==> src/rtl/drac_pkg.sv <==
`default_nettype none
// +--------------------------------------------------------------------------+
// | drac_pkg : shared types and widths for the core-side DMEM requester      |
// | Revision : 1.0                                                           |
// +--------------------------------------------------------------------------+
package drac_pkg;

   localparam int ADDR_W = 40;
   localparam int DATA_W = 64;
   localparam int TAG_W  = 8;

   localparam logic [4:0] M_XRD = 5'd0;
   localparam logic [4:0] M_XWR = 5'd1;

   typedef enum logic [2:0] {
      DREQ_IDLE = 3'd0,
      DREQ_REQ  = 3'd1,
      DREQ_S1   = 3'd2,
      DREQ_S2   = 3'd3,
      DREQ_WAIT = 3'd4
   } dreq_state_t;

   typedef enum logic [1:0] {
      XCPT_MA_LD = 2'd0,
      XCPT_MA_ST = 2'd1,
      XCPT_PF_LD = 2'd2,
      XCPT_PF_ST = 2'd3
   } xcpt_cause_t;

   typedef struct packed {
      logic [ADDR_W-1:0] addr;
      logic [DATA_W-1:0] data;
      logic [4:0]        cmd;
      logic [2:0]        typ;
   } req_cpu_dcache_t;

   // Lowest-numbered cause wins when several exception bits arrive together.
   function automatic xcpt_cause_t xcpt_prio(input logic ma_ld, input logic ma_st,
                                             input logic pf_ld, input logic pf_st);
      if (ma_ld)      return XCPT_MA_LD;
      else if (ma_st) return XCPT_MA_ST;
      else if (pf_ld) return XCPT_PF_LD;
      else if (pf_st) return XCPT_PF_ST;
      else            return XCPT_MA_LD;
   endfunction

endpackage
`default_nettype wire

==> src/rtl/dcache_req_ctrl.sv <==
`default_nettype none
// +--------------------------------------------------------------------------+
// | dcache_req_ctrl : single-request DMEM requester with nack/kill handling  |
// | Revision : 1.0                                                           |
// +--------------------------------------------------------------------------+
module dcache_req_ctrl
   import drac_pkg::*;
(
   input  logic              clk_i,
   input  logic              rst_i,
   input  logic              req_valid_i,
   input  logic              req_kill_i,
   input  logic [ADDR_W-1:0] req_addr_i,
   input  logic [DATA_W-1:0] req_data_i,
   input  logic [4:0]        req_cmd_i,
   input  logic [2:0]        req_typ_i,
   output logic              dmem_req_valid_o,
   output logic [ADDR_W-1:0] dmem_req_addr_o,
   output logic [DATA_W-1:0] dmem_req_data_o,
   output logic [4:0]        dmem_req_cmd_o,
   output logic [2:0]        dmem_req_typ_o,
   output logic [TAG_W-1:0]  dmem_req_tag_o,
   output logic              dmem_s1_kill_o,
   input  logic              dmem_req_ready_i,
   input  logic              dmem_resp_valid_i,
   input  logic              dmem_resp_nack_i,
   input  logic              dmem_resp_replay_i,
   input  logic [TAG_W-1:0]  dmem_resp_tag_i,
   input  logic [DATA_W-1:0] dmem_resp_data_i,
   input  logic              dmem_xcpt_ma_ld_i,
   input  logic              dmem_xcpt_ma_st_i,
   input  logic              dmem_xcpt_pf_ld_i,
   input  logic              dmem_xcpt_pf_st_i,
   input  logic              dmem_ordered_i,
   output logic              lock_o,
   output logic              resp_valid_o,
   output logic [DATA_W-1:0] resp_data_o,
   output logic              xcpt_o,
   output logic [1:0]        xcpt_cause_o
);

   localparam logic [2:0] S_IDLE = DREQ_IDLE;
   localparam logic [2:0] S_REQ  = DREQ_REQ;
   localparam logic [2:0] S_S1   = DREQ_S1;
   localparam logic [2:0] S_S2   = DREQ_S2;
   localparam logic [2:0] S_WAIT = DREQ_WAIT;

   logic [2:0]        state_q, state_d;
   logic [TAG_W-1:0]  tag_q;
   req_cpu_dcache_t   req_q;
   logic              kill_q;
   logic              resp_valid_q;
   logic [DATA_W-1:0] resp_data_q;
   logic              xcpt_q;
   xcpt_cause_t       cause_q;

   logic accept, complete, take_xcpt;
   logic is_load, resp_hit, xcpt_any;

   assign is_load  = (req_q.cmd == M_XRD);
   // Stale responses from abandoned requests are filtered by the tag compare.
   assign resp_hit = (dmem_resp_valid_i | dmem_resp_replay_i) && (dmem_resp_tag_i == tag_q);
   assign xcpt_any = dmem_xcpt_ma_ld_i | dmem_xcpt_ma_st_i | dmem_xcpt_pf_ld_i | dmem_xcpt_pf_st_i;

   always_comb begin
      state_d   = state_q;
      accept    = 1'b0;
      complete  = 1'b0;
      take_xcpt = 1'b0;
      case (state_q)
         S_IDLE: begin
            if (req_valid_i && !req_kill_i) begin
               accept  = 1'b1;
               state_d = S_REQ;
            end
         end
         S_REQ: begin
            if (dmem_req_ready_i)  state_d = S_S1;
            else if (req_kill_i)   state_d = S_IDLE;
         end
         S_S1: begin
            if (req_kill_i || kill_q) state_d = S_IDLE;
            else                      state_d = S_S2;
         end
         S_S2: begin
            if (req_kill_i) begin
               state_d = S_IDLE;
            end else if (xcpt_any) begin
               take_xcpt = 1'b1;
               state_d   = S_IDLE;
            end else if (dmem_resp_nack_i) begin
               state_d = S_REQ;
            end else if (is_load && resp_hit) begin
               complete = 1'b1;
               state_d  = S_IDLE;
            end else begin
               state_d = S_WAIT;
            end
         end
         S_WAIT: begin
            if (req_kill_i) begin
               state_d = S_IDLE;
            end else if (dmem_resp_nack_i) begin
               state_d = S_REQ;
            end else if ((is_load && resp_hit) || (!is_load && dmem_ordered_i)) begin
               complete = 1'b1;
               state_d  = S_IDLE;
            end
         end
         default: state_d = S_IDLE;
      endcase
   end

   always_ff @(posedge clk_i) begin
      if (rst_i) begin
         state_q      <= S_IDLE;
         tag_q        <= '0;
         req_q        <= '0;
         kill_q       <= 1'b0;
         resp_valid_q <= 1'b0;
         resp_data_q  <= '0;
         xcpt_q       <= 1'b0;
         cause_q      <= XCPT_MA_LD;
      end else begin
         state_q      <= state_d;
         // A kill coinciding with the cache handshake must still reach s1.
         kill_q       <= (state_q == S_REQ) && dmem_req_ready_i && req_kill_i;
         resp_valid_q <= complete;
         xcpt_q       <= take_xcpt;
         if (accept) begin
            tag_q      <= tag_q + 1'b1;
            req_q.addr <= req_addr_i;
            req_q.data <= req_data_i;
            req_q.cmd  <= req_cmd_i;
            req_q.typ  <= req_typ_i;
         end
         if (complete && is_load) resp_data_q <= dmem_resp_data_i;
         if (take_xcpt)
            cause_q <= xcpt_prio(dmem_xcpt_ma_ld_i, dmem_xcpt_ma_st_i,
                                 dmem_xcpt_pf_ld_i, dmem_xcpt_pf_st_i);
      end
   end

   assign dmem_req_valid_o = (state_q == S_REQ);
   assign dmem_req_addr_o  = req_q.addr;
   assign dmem_req_data_o  = req_q.data;
   assign dmem_req_cmd_o   = req_q.cmd;
   assign dmem_req_typ_o   = req_q.typ;
   assign dmem_req_tag_o   = tag_q;
   assign dmem_s1_kill_o   = (state_q == S_S1) && (req_kill_i || kill_q);
   assign lock_o           = (state_q != S_IDLE);
   assign resp_valid_o     = resp_valid_q;
   assign resp_data_o      = resp_data_q;
   assign xcpt_o           = xcpt_q;
   assign xcpt_cause_o     = cause_q;

endmodule
`default_nettype wire

==> config.mk <==
export PLATFORM = sky130hd
export DESIGN_NAME = dcache_req_ctrl
export DESIGN_NICKNAME = d
export VERILOG_FILES = /design/src/rtl/drac_pkg.sv /design/src/rtl/dcache_req_ctrl.sv
export SDC_FILE = /design/constraint.sdc
export NUM_CORES = 1
export LEC_CHECK = 0
export BUFFER_PORTS_ARGS = -buffer_cell sky130_fd_sc_hd__buf_2
export CORE_AREA = 3 3 150 152
export DETAILED_ROUTE_END_ITERATION = 10
export DIE_AREA = 0 0 153 155
export PLACE_DENSITY = 0.64
export SLEW_MARGIN = 20
export SYNTH_ARGS = -nofsm -noshare
export SYNTH_HDL_FRONTEND = slang
export SYNTH_SLANG_ARGS = --single-unit
==> constraint.sdc <==
create_clock -name clk_i -period 2.2 [get_ports clk_i]
set_input_delay 0.11 -clock clk_i [delete_from_list [all_inputs] [get_ports clk_i]]
set_output_delay 0.11 -clock clk_i [all_outputs]
set_load 0.05 [all_outputs]
==> flow_metrics.tcl <==
set metrics [dict create \
    tritoncts "built" \
    cts_max_level 4 \
    dieArea_sq_um 23700 \
    yosysSeqAreaShare 0.501 \
    cts.sinks 192 \
    finish.utilization 0.578 \
    fp.dieW_um 153 \
    hold_viol 0 \
    period_share 0.933 \
    finClkSkew_ns 0.0175 \
    nFillCells 1855 \
    ys_seq_elements 192 \
    max_cap_violations 0 \
    syn_inst 881 \
    ys_warn_count 0 \
    root_buffer "clkbuf_16" \
    synth.net_count 1079 \
    via_per_inst 4.65 \
    critPathMaxFanout 28 \
    syn2layout_area_growth_pct 59.4 \
    fmax_ghz 0.487 \
    critical_path_required_ns 2.56 \
    ir_drop_mv 0.469 \
    coreArea_sq_um 21200 \
    ant_nets 0 \
    die_h_um 155 \
    synth_cell_types 45 \
    critPathKind "in2reg" \
    crit_path_max_incr_delay_ns 0.57 \
    period_minus_slack_ns 2.05 \
    drt-pass1-iter-count 5 \
    power_density_nw_per_um2 682 \
    grt_usage 0.215 \
    grt_max_degree 114 \
    cts_buffers 17 \
    routabilityCongestion 0.797 \
    p_leak_nw 5.40 \
    start_util 0.363 \
    relSlewSlack 0.586 \
    grt_setup_unrepaired "no" \
    maxSlewViolCount 0 \
    cp-end-kind "flip-flop" \
    grt_pass1_wl_um 41500 \
    arrival_ns 2.41 \
    cp_num_buf_inv 3 \
    clk_latency_ns 0.44 \
    cp_cell_sequence "dlygate4sd3_1 -> buf_2 -> or4_4 -> nor3_2 -> o2111a_2 -> buf_12 -> mux2i_1" \
    dp_hpwl_um 17100 \
    nets 1613 \
    cts.reportedPaths.clkPinSlew_ns 0.08 \
    syn_area_sq_um 7670 \
    overflow 0 \
    hp-class "in2reg" \
    wl_per_cell_um 15.5 \
    drt_iter0_markers 413 \
    antenna_found_initial 6 \
    io_buffers 387 \
    drcViolationCount 0 \
    synth_area_per_cell_sq_um 8.71 \
    holdWs_ns 0.0293 \
    finalWirelength_um 26500 \
    layout-drive-gt1-share 0.308 \
    std_cell_rows 53 \
    setup-violations-final 0 \
    grt_pass1_vias 7926 \
    worst_pin_slew_ns 0.620 \
    slowest_stage "or4_4" \
    critPathLaunchType "input pin" \
    num_io_pins 388 \
    num_vias 7939 \
    fin_tns_setup_ns 0 \
    p_total_mw 8.34 \
    status "finished, final reports clean" \
    cts_max_path_buffers 2 \
    crit_family "buffers and inverters" \
]
[power breakdown]
part	internal, mW	switching, mW	total, mW	leakage [nW]
Sequential	3.60	0.0711	3.67	1.56
Clock	1.55	1.61	3.16	0.293
Combinational	0.601	0.917	1.52	3.55
Total	5.75	2.60	8.34	5.40
[metal layers]
metal,GRT usage,part of all wire
met5,0,0.00030
met3,0.0676,0.081
met4,0.0895,0.030
met1,0.251,0.40
met2,0.369,0.49
[per-stage QoR]
stage	instance area [sq um]	setup slack, ns	std cells
global placement	9800	0.264	1492
CTS	12200	0.149	1703
finish	12200	0.147	1709
detailed placement	9800	0.168	1492
floorplan	7670	0.0631	881
global route	12200	0.0570	1707
[registers in the layout, indices dropped and copies added, names as in the netlist]
| register | cells |
|---|---|
| dmem_req_data_o | 64 |
| resp_data_o | 64 |
| dmem_req_addr_o | 40 |
| dmem_req_tag_o | 8 |
| dmem_req_cmd_o | 5 |
| dmem_req_typ_o | 3 |
| state_q | 3 |
| xcpt_cause_o | 2 |
| kill_q | 1 |
| resp_valid_o | 1 |
| xcpt_o | 1 |
[logic make-up (layout without fill, tap and decap cells)]
group                      Yosys count  in the layout  share of synthesized area
xor gates and xnor gates            13             13                     0.0148
buffers and inverters               69            616                     0.0510
AOI/OAI and AO/OA                  133            133                     0.0915
other                                0              6                          0
muxes                               64             64                     0.0835
adders and majority gates            1              1                    0.00163
DFF                                192            192                      0.501
and+or+nand+nor                    409            409                      0.256
[synthesized netlist by cell type (all sizes together)]
master   number  share of area
a21o          1        0.00098
a21oi       117          0.076
a221oi        1         0.0011
a22o          1         0.0011
a22oi         1        0.00098
a31oi         2         0.0016
and3          1        0.00082
and4          1         0.0011
and4b         1         0.0013
buf          20          0.027
clkbuf       43          0.021
dfxtp       192           0.50
ha            1         0.0016
inv           6         0.0029
mux2i        64          0.084
nand2       231           0.11
nand2b      128           0.10
nand3         4         0.0026
nand4         3         0.0024
nand4b        1         0.0011
nand4bb       1         0.0015
nor2         14         0.0072
nor3          8         0.0059
nor3b         1        0.00098
nor4          5         0.0041
nor4b         2         0.0023
o2111a        1         0.0016
o211a         1         0.0013
o21ai         6         0.0039
o21ba         1         0.0013
o2bb2ai       1         0.0011
or2           2         0.0016
or3           3         0.0024
or3b          1         0.0011
or4           2         0.0024
xnor2        12          0.014
xor2          1         0.0011
[worst min-delay path, cell delays in order]
cell      delay (ns)
buf_2           0.10
nand2b_1        0.11
mux2i_1         0.08
[worst paths after layout]
kind	slack [ns]	cells past startpoint	to	startpoint
setup / recovery	0.15	7	resp_data_o[50]	dmem_xcpt_ma_ld_i
setup reg to reg	0.27	5	resp_data_o[50]	dmem_req_cmd_o[0]
hold reg to reg	0.45	2	dmem_req_data_o[35]	dmem_req_data_o[35]
hold / removal	0.03	3	resp_data_o[2]	dmem_resp_data_i[2]
[layout by cell type (no fill, tap or decap), types with 2 or more instances in the layout]
master         synthesis  layout
nor4_1                 5       5
buf_4                  7       3
nand4_1                3       3
dlygate4sd3_1          0     179
nor2_1                13      13
buf_12                 5       9
nand3_1                4       4
mux2i_1               64      64
clkbuf_16              0      17
nor3_1                 7       7
nand2b_1             128     128
or2_2                  2       2
a21oi_1              117     117
clkinv_4               0       3
or3_1                  3       3
inv_1                  6       6
inv_8                  0       4
nand2_1              231     230
clkinv_8               0       5
buf_2                  5     386
dfxtp_1              192     192
a31oi_1                2       2
o21ai_0                6       6
xnor2_1               12      12
diode_2                0       6
[area by class of cell]
type,count,area [sq um],share of cell area
timing repair buffer,578,3940,0.322
clock buffer,17,425,0.0348
antenna,6,15.0,0.00123
tap,275,344,0.0281
inverter,6,22.5,0.00184
sequential,192,3840,0.314
multi-input combinational,620,3450,0.283
clock inverter,15,185,0.0151
[repair_timing]
action | in CTS | in global routing
buffers inserted | 0 | 0
gates resized for setup | 0 | 1
hold buffers | 179 | 0
endpoints found under the setup margin | 0 | 16
hold endpoints to repair | 177 | 0
(Power assumes the default switching activity.)
